--- src/rtl/ristretto_prefetch_buffer.sv ---
// ristretto_prefetch_buffer: instruction prefetch FIFO with credit-limited fetch FSM and branch discard.
// Define RISTRETTO_PF_BYPASS_EN to forward a response straight to decode when the FIFO is empty.
module ristretto_prefetch_buffer #(
    parameter int          DEPTH     = 4,
    parameter logic [31:0] BOOT_ADDR = 32'h0000_0000
) (
    input  logic        clk_i,
    input  logic        rst_ni,
    input  logic        fetch_en_i,
    input  logic        branch_i,
    input  logic [31:0] branch_addr_i,
    output logic        imem_req_o,
    output logic [31:0] imem_addr_o,
    input  logic        imem_gnt_i,
    input  logic        imem_rvalid_i,
    input  logic [31:0] imem_rdata_i,
    output logic        instr_valid_o,
    input  logic        instr_ready_i,
    output logic [31:0] instr_rdata_o,
    output logic [31:0] instr_addr_o,
    output logic        busy_o
);
    localparam int AW = $clog2(DEPTH);
    localparam int CW = AW + 1;

    typedef enum logic [1:0] {IDLE, WRDY, WVLD} state_t;

    state_t          state;
    logic [31:0]     fetch_addr, branch_tgt, tgt_in;
    logic            branch_pend;
    logic [CW-1:0]   count, outs, disc, count_nxt, outs_nxt;
    logic [AW-1:0]   rd_ptr, wr_ptr, pa_rd, pa_wr;
    logic [31:0]     fifo_data [DEPTH];
    logic [31:0]     fifo_addr [DEPTH];
    logic [31:0]     pend_addr [DEPTH];
    logic            gnt, drop, accept, bypass, push, pop, credit, credit_nxt, not_empty;

    assign tgt_in     = branch_addr_i & 32'hFFFF_FFFC;
    assign imem_req_o = state == WRDY;
    assign imem_addr_o = fetch_addr;
    assign gnt        = imem_req_o & imem_gnt_i;
    assign drop       = branch_i | (disc != '0);
    assign accept     = imem_rvalid_i & ~drop;
    assign not_empty  = count != '0;
`ifdef RISTRETTO_PF_BYPASS_EN
    assign bypass     = accept & instr_ready_i & ~not_empty;
`else
    assign bypass     = 1'b0;
`endif
    assign push       = accept & ~bypass;
    assign instr_valid_o = (not_empty | bypass) & ~branch_i;
    assign pop        = instr_valid_o & instr_ready_i & not_empty;
    assign instr_rdata_o = not_empty ? fifo_data[rd_ptr] : bypass ? imem_rdata_i : '0;
    assign instr_addr_o  = not_empty ? fifo_addr[rd_ptr] : bypass ? pend_addr[pa_rd] : '0;
    assign busy_o     = not_empty | (outs != '0);

    assign count_nxt  = branch_i ? '0 : count + CW'(push) - CW'(pop);
    assign outs_nxt   = outs + CW'(gnt) - CW'(imem_rvalid_i);
    assign credit     = ({1'b0, count} + {1'b0, outs}) < (CW+1)'(DEPTH);
    assign credit_nxt = ({1'b0, count_nxt} + {1'b0, outs_nxt}) < (CW+1)'(DEPTH);

    always_ff @(posedge clk_i or negedge rst_ni) begin
        if (!rst_ni) begin
            state       <= IDLE;
            fetch_addr  <= BOOT_ADDR;
            branch_tgt  <= '0;
            branch_pend <= 1'b0;
            count       <= '0;
            outs        <= '0;
            disc        <= '0;
            rd_ptr      <= '0;
            wr_ptr      <= '0;
            pa_rd       <= '0;
            pa_wr       <= '0;
        end else begin
            case (state)
                IDLE, WVLD: if (fetch_en_i && credit) state <= WRDY;
                WRDY:       if (gnt) state <= !fetch_en_i ? IDLE : credit_nxt ? WRDY : WVLD;
                default:    state <= IDLE;
            endcase
            // A request caught by a branch before its grant still goes out at the old address.
            if (gnt)
                fetch_addr <= branch_i ? tgt_in : branch_pend ? branch_tgt : fetch_addr + 32'd4;
            else if (branch_i && !imem_req_o)
                fetch_addr <= tgt_in;
            branch_pend <= gnt ? 1'b0 : branch_pend | (branch_i & imem_req_o);
            branch_tgt  <= branch_i ? tgt_in : branch_tgt;
            disc <= branch_i ? outs + CW'(gnt) - CW'(imem_rvalid_i)
                             : disc - CW'(imem_rvalid_i && disc != '0) + CW'(gnt && branch_pend);
            count  <= count_nxt;
            outs   <= outs_nxt;
            pa_wr  <= pa_wr + AW'(gnt);
            pa_rd  <= pa_rd + AW'(imem_rvalid_i);
            rd_ptr <= branch_i ? '0 : rd_ptr + AW'(pop);
            wr_ptr <= branch_i ? '0 : wr_ptr + AW'(push);
        end
    end

    always_ff @(posedge clk_i) begin
        if (gnt) pend_addr[pa_wr] <= fetch_addr;
        if (push) begin
            fifo_data[wr_ptr] <= imem_rdata_i;
            fifo_addr[wr_ptr] <= pend_addr[pa_rd];
        end
    end

    no_overflow: assert property (@(posedge clk_i) disable iff (!rst_ni) !(push && count == CW'(DEPTH)));
endmodule

--- config.mk ---
export PLATFORM = sky130hd
export DESIGN_NAME = ristretto_prefetch_buffer
export DESIGN_NICKNAME = d
export VERILOG_FILES = /design/src/rtl/ristretto_prefetch_buffer.sv
export SDC_FILE = /design/constraint.sdc
export NUM_CORES = 1
export LEC_CHECK = 0
export ABC_CLOCK_PERIOD_IN_PS = 14400
export CAP_MARGIN = 10
export CORE_AREA = 3 3 202 155
export DETAILED_ROUTE_END_ITERATION = 16
export DIE_AREA = 0 0 205 158
export PLACE_DENSITY_LB_ADDON = 0.25
export SLEW_MARGIN = 20
export SYNTH_ARGS = -nofsm -noshare
export SYNTH_HDL_FRONTEND = slang
export SYNTH_SLANG_ARGS = --single-unit
--- constraint.sdc ---
create_clock -name clk_i -period 14.4 [get_ports clk_i]
set_input_delay 2.16 -clock clk_i [delete_from_list [all_inputs] [get_ports clk_i]]
set_output_delay 2.16 -clock clk_i [all_outputs]
set_load 0.02 [all_outputs]
==> metrics <==
DIE AREA 32400 sq um; Die Ht 158 um; share of cells above drive strength 1 16.8%; Die Span X 205 um; logic gate share of total power 29.2%; maximum clock rate 176 MHz; largest net degree at the start of global routing 69; final instance area 21300 sq um; CP Data Arrival Time 3.52 ns; Avg Inst Size Synth 18.0 sq um; Routed Antenna Nets 0; CP max FO 68; Psw 1.31 mW; Clock Path Buffers 3; Clock Latency Late Sink 0.54 ns; final setup violation count 0; async set-or-reset flop fraction in the synthesized netlist 17.9%; first-pass GRT wire length 56.8 mm; Synth Warn # 0; critical setup path kind input port to output port; routed vias 9578; residual DRC count 0; total grt overflow 0; Initial Util 61.3%; DP Worst Slack 8.53 ns; DR pass1 iterations 5; Synth area leaders edfxtp_1, mux4_2, dfrtp_1, nor2b_1, o21ai_0; status finished, final reports clean; Layout fillers 1798; mux share of post-synthesis cell area 12.6%; Hold WC Path Type flip-flop to flip-flop; wire per inst 22.8 um; max cap viols 0; top cell type by total area after synthesis edfxtp_1; period utilization 39.5%; Clock Root Buffer clkbuf_16; CTS H-tree lvls 2; Setup crit start branch_i; Worst Hold Depth 2; Setup TNS Final 0 ns; Final GP Congestion 0.834; DP HPWL 21.4 mm; peak supply drop 0.135 mV; min Tclk post-route 5.68 ns; r2r startpoint count[1]; synth unique cells 51; Synth Area in Simple Gates 6.09%; Synth top area share 61.7%; CTS Sinks 448; placed insts 1519; Nets 1260; Non-Filler Instances 1595; DR vias/cell 6.01; hold wc startpoint branch_tgt[24]; Worst-path clk slew 0.06 ns; RSZ-0062 raised after global routing false; Leak 7.11 nW; Synth Area in Compound Gates 3.38%; Total GRT Usage 22.9%; startpoint types input port; nature of the critical path endpoint output port; total power 4.10 mW; xor/xnor cell area share of the yosys netlist 1.71%; Mapped Area 17900 sq um; Area after DPL 20000 sq um; #FFs+latches synth 448; Top-Level Pins 170; 1st-iter DRT viols 733; main combinational cell family by area after synthesis multiplexers; Slew HR 35.5%; vias in the first global route 9887; top_reg_cell synth edfxtp_1; Final Worst Setup Slack 8.72 ns; post-CTS sizing 0; r2r worst-path depth 17; Hold Fails Final Rpt 0; Reg power frac 45.9%; Layout Area Growth over Synthesis 18.8%; PwrDens 193 nW/um^2; initial antenna violation count 0; count leader, synth edfxtp_1; Int Power 2.79 mW; R2R Setup Slk 10.25 ns; Post-Route Skew 0.0262 ns; Post-CTS Setup Repair Bufs 0; pin slew with the least headroom to its limit 0.968 ns; CTS Buf Count 42; CP required 12.24 ns; post-synthesis adder-cell area fraction 1.38%; clock network power share 24.9%; diode count 0; Post-Route Utilization 72.9%; Port Buffer Count 163; Max Slew Vio Count 0; register area share after synthesis 72.9%; Mapped Cells 992; number of hold buffers added after CTS 0; Post-synth EDFFs 368; worst hold margin 0.504 ns; Synth top cells by count edfxtp_1, mux4_2, dfrtp_1; Sw Share 32.0%; final wirelength 36.3 mm; CTS tree done; core area 29200 sq um; # rows 54
## flip-flops by register name, indices dropped and copies added (netlist names)
signal and cells:
branch_pend 1, count 3, branch_tgt 30, imem_addr_o 30, disc 3, outs 3, rd_ptr 2, pend_addr 120
fifo_addr 120, pa_wr 2, fifo_data 128, wr_ptr 2, state 2, pa_rd 2
## power groups by stage
stage	Combinational (mW)	Clock, mW	Sequential, mW
4_1_cts	1.22	1.04	1.88
6_report	1.20	1.02	1.88
2_1_floorplan	0.720	0	1.85
3_5_place_dp	1.21	0	1.90
5_1_grt	1.30	1.09	1.91
3_3_place_gp	1.18	0	1.89
## kinds of logic (layout without fill, tap and decap cells)
logic type               Yosys count  count (layout)
AND/OR/NAND/NOR                  202             202
adder cells (fa/ha/maj)           18              18
AO/OA/AOI/OAI                     97              97
XOR/XNOR                          35              35
flip-flops                       448             448
other                              1               4
multiplexers                     108             108
buffers and inverters             83             291
## cell usage in the layout, fill, tap and decap left out, types with 4 or more instances in the layout
| master | Yosys | routed |
|---|---|---|
| conb_1 | 1 | 4 |
| a21oi_1 | 13 | 13 |
| nor2_1 | 38 | 36 |
| clkbuf_1 | 24 | 8 |
| xor2_1 | 17 | 17 |
| clkdlybuf4s50_1 | 0 | 161 |
| edfxtp_1 | 368 | 368 |
| nor3_2 | 1 | 5 |
| mux2_2 | 15 | 15 |
| o22ai_1 | 11 | 11 |
| nand4_1 | 10 | 10 |
| clkinv_1 | 0 | 13 |
| dfrtp_1 | 80 | 76 |
| nor3_1 | 9 | 5 |
| xnor2_1 | 18 | 18 |
| ha_1 | 15 | 15 |
| inv_1 | 35 | 35 |
| mux4_2 | 92 | 92 |
| nor2b_1 | 67 | 67 |
| clkinv_2 | 0 | 7 |
| a221oi_1 | 13 | 13 |
| nand3_1 | 15 | 15 |
| o21ai_0 | 41 | 41 |
| and3_1 | 5 | 4 |
| nand2_1 | 36 | 36 |
| clkbuf_16 | 0 | 43 |
| buf_4 | 4 | 18 |
## layer usage
| layer | wire (um) | vias up | global-route usage, % |
|---|---|---|---|
| li1 | - | 4235 | - |
| met1 | 15500 | 4939 | 33.8 |
| met2 | 17900 | 349 | 37.2 |
| met3 | 2400 | 55 | 4.25 |
| met4 | 569 | 0 | 4.62 |
| met5 | 0 | - | 0 |
## cell type report
| class | instances | area, sq um | area share (%) |
|---|---|---|---|
| multi-input combinational | 464 | 4560 | 21.5 |
| clock inverter | 25 | 163 | 0.765 |
| sequential | 448 | 13100 | 61.4 |
| inverter | 35 | 131 | 0.618 |
| clock buffer | 51 | 1110 | 5.20 |
| tap | 392 | 490 | 2.31 |
| timing repair buffer | 180 | 1750 | 8.24 |
## final timing paths
path,to
worst min-delay path,imem_addr_o[24]
min in group asynchronous,pa_wr[0]
worst max register to register,state[0]
max in group asynchronous,rd_ptr[0]
worst max-delay path,instr_valid_o
worst min register to register,imem_addr_o[24]
## critical path, cell delays in order
cell and delay [ns]:
buf_2 0.07, buf_4 0.57, nor2_1 0.13, clkdlybuf4s50_1 0.58
Note: power is estimated with default switching activity, not from simulation.
==> patch 1: new RTL, config.mk and constraints unchanged <==
Re-encode `state_t` (3 states) as one-hot, 3 bits wide.
--- a/src/rtl/ristretto_prefetch_buffer.sv
+++ b/src/rtl/ristretto_prefetch_buffer.sv
@@ -23,7 +23,7 @@
     localparam int AW = $clog2(DEPTH);
     localparam int CW = AW + 1;
 
-    typedef enum logic [1:0] {IDLE, WRDY, WVLD} state_t;
+    typedef enum logic [2:0] {IDLE = 3'b001, WRDY = 3'b010, WVLD = 3'b100} state_t;
 
     state_t          state;
     logic [31:0]     fetch_addr, branch_tgt, tgt_in;
Check against the original RTL: same outputs for any inputs over 4 cycles, from zero or initial values and one cycle with rst_ni low; so few cycles prove little.
==> patch 1 against the original RTL <==
Sequential power down 6%; setup slack worse by 77 ps; power fell by 5.7%; final area is 0.77% higher; synthesized area increased by 0.82%; utilization grew 0.56 points; sequential cell count up 1; routed wire length is 3.0% higher; cell count down 0.88%; critical path depth unchanged; first-iteration DRC count increased by 10%; die area unchanged.
==> patch 1: results (changes against the original RTL) <==
commonest cells in the synthesized netlist edfxtp_1 (368), mux4_2 (92), dfrtp_1 (80) (unchanged); post-synthesis compound-gate area fraction 3.46% (was 3.38%); WHS 508 ps (was 504 ps); mux contribution to synthesized area 12.8% (was 12.6%); largest net degree at the start of global routing 82 (was 69); first-pass GRT wire length 58300 µm (was 56800 µm); Metal-1 WL 15700 µm (was 15500 µm); Crit-path slowest cell buf_4 (was clkdlybuf4s50_1); Distinct cells, synth 54 (was 51); Final Net Count 1247 (was 1260); Worst R2R End state[2] (was state[0]); global placer's final weighted congestion 0.832 (was 0.834); Worst Hold Path EP branch_tgt[2] (was imem_addr_o[24]); Final Critical Period 5760 ps (was 5680 ps); vias in the first global route 9937 (was 9887); r2r setup slk 9540 ps (was 10250 ps); met3 WL 2650 µm (was 2400 µm); final wirelength 37400 µm (was 36300 µm); grt met2 use 37.4% (was 37.2%); Final HPWL DP 21800 µm (was 21400 µm); share of layout cells above drive strength 1 18.2% (was 16.8%); R2R depth 15 (was 17); Iteration-0 DRC Markers 806 (was 733); Max VDD drop 0.122 mV (was 0.135 mV); hold wc startpoint branch_tgt[2] (was branch_tgt[24]); met1 usage 35.1% (was 33.8%); number of antenna violations at the first check in global routing 1 (was 0); slowest cell delay on critical path 610 ps (was 580 ps); Synth area leaders edfxtp_1 (61%), mux4_2 (11%), dfrtp_1 (11%), nor2b_1 (2.4%), mux2_2 (1.1%) (was edfxtp_1 (62%), mux4_2 (12%), dfrtp_1 (11%), nor2b_1 (2.3%), o21ai_0 (1.1%)); status completed (unchanged); Fill cells 1794 (was 1798); CP arrival 3600 ps (was 3520 ps); Synth Area in XOR/XNOR 1.70% (was 1.71%); hold depth 1 (was 2)
## patch 1: cell count changes after synthesis, moves of 6 or more
cell      before  now
o22ai_1       11   17
inv_1         35   27
a221oi_1      13    7
o21ai_0       41   31
nor2_1        38   30
a221oi_2       0    6
## patch 1: final cells by class
class,instances,share of cell area (%)
Tap cell,392,2.29
Sequential cell,449,61.1
Clock buffer,59,5.58
Multi-Input combinational cell,462,21.8
Clock inverter,16,0.730
Timing Repair Buffer,176,8.07
Inverter,27,0.473
## patch 1: power breakdown
| part | switching, mW | total, mW | internal, mW |
|---|---|---|---|
| logic | 0.547 | 1.02 | 0.474 |
| clock network | 0.452 | 1.08 | 0.633 |
| registers | 0.161 | 1.76 | 1.60 |
| total | 1.16 | 3.86 | 2.70 |
## patch 1: per-stage QoR
stage | total power [mW] | cells
3_5_place_dp | 2.81 | 1506
6_report | 3.86 | 1581
3_3_place_gp | 2.78 | 1506
4_1_cts | 3.89 | 1581
2_1_floorplan | 2.38 | 986
5_1_grt | 4.05 | 1581
==> patch 2: new RTL, same settings <==
Without the edit above. Set the parameter `DEPTH` to 2 (it was 4).
--- a/src/rtl/ristretto_prefetch_buffer.sv
+++ b/src/rtl/ristretto_prefetch_buffer.sv
@@ -1,7 +1,7 @@
 // ristretto_prefetch_buffer: instruction prefetch FIFO with credit-limited fetch FSM and branch discard.
 // Define RISTRETTO_PF_BYPASS_EN to forward a response straight to decode when the FIFO is empty.
 module ristretto_prefetch_buffer #(
-    parameter int          DEPTH     = 4,
+    parameter int          DEPTH     = 2,
     parameter logic [31:0] BOOT_ADDR = 32'h0000_0000
 ) (
     input  logic        clk_i,
Behaviour: not the same (a bounded check fails within 4 cycles, from zero or initial values and one cycle with rst_ni low).
==> patch 2 against the original RTL <==
Fmax fell by 0.93%; final area fell by 36%; routed wire length fell by 32%; first-iteration DRC count fell by 45%; synthesized area fell by 40%; setup slack got worse by 54 ps; power fell by 37%; sequential cell count fell by 191.
==> patch 2: results (changes against the original RTL) <==
status completed (unchanged); Area growth syn-to-layout 27.6% (was 18.8%); commonest cells in the synthesized netlist edfxtp_1 (184), nor2_1 (90), dfrtp_1 (73) (was edfxtp_1 (368), mux4_2 (92), dfrtp_1 (80)); global placer's final weighted congestion 0.788 (was 0.834); max reg flops 64 (was 128); number of antenna violations at the first check in global routing 1 (was 0); Placed Cells 1290 (was 1519); Adder-Cell Fraction of Synth Area 1.65% (was 1.38%); P_seq 1.14 mW (was 1.88 mW); Clock Skews 18.0 ps (was 26.2 ps); first-pass GRT wire length 38000 µm (was 56800 µm); Slew @ Worst Pin 974 ps (was 968 ps); average size of a mapped cell 14.1 µm² (was 18.0 µm²); Iteration-0 DRC Markers 400 (was 733); Num CTS Buffers 28 (was 42); Final Non-Filler Cells 1339 (was 1595); Max VDD drop 0.0763 mV (was 0.135 mV); Net Sw Frac 33.2% (was 32.0%); Final HPWL DP 15600 µm (was 21400 µm); Synth area leaders edfxtp_1 (51%), dfrtp_1 (17%), mux2i_1 (5.8%), mux2_2 (5.3%), nor2_1 (3.1%) (was edfxtp_1 (62%), mux4_2 (12%), dfrtp_1 (11%), nor2b_1 (2.3%), o21ai_0 (1.1%)); r2r setup slk 11010 ps (was 10250 ps); CP Max Fanout 60 (was 68); final wirelength 24700 µm (was 36300 µm); Worst Hold Path EP branch_tgt[31] (was imem_addr_o[24]); all-layer global routing usage 15.1% (was 22.9%); WHS 477 ps (was 504 ps); Int Pwr 1.72 mW (was 2.79 mW); post-synthesis sequential area ratio 68.4% (was 72.9%); leakage power total 4.80 nW (was 7.11 nW)
patch 2: how the worst max path moves through the flow:
stage               startpoint       endpoint  slack [ps]  cells after the start
floorplan             branch_i  instr_valid_o        9300                      3
global placement      branch_i  instr_valid_o        8670                      4
detailed placement    branch_i  instr_valid_o        8660                      4
CTS                   branch_i  instr_valid_o        8660                      4
global route          branch_i  instr_valid_o        8560                      4
finish                branch_i  instr_valid_o        8670                      4
patch 2: cell type report:
class / count / share of cell area [%]
sequential: 257 / 53.7
multi-input combinational: 442 / 23.0
timing repair buffer: 173 / 12.4
clock buffer: 31 / 5.35
tap: 392 / 3.58
clock inverter: 18 / 1.29
inverter: 26 / 0.712
patch 2: routing by layer:
metal  track usage [%]  vias to the layer above  share of wire [%]
met5                 0                        -              0.053
met4              3.12                        2                1.5
met3              3.62                       30                7.2
met2              22.5                      206                 43
met1              22.5                     3166                 48
li1                  -                     3128                  -
patch 2: worst max-delay path, cell delays in order:
cell and delay (ps):
buf_2 70, buf_4 540, nor2_1 130, clkdlybuf4s50_1 630
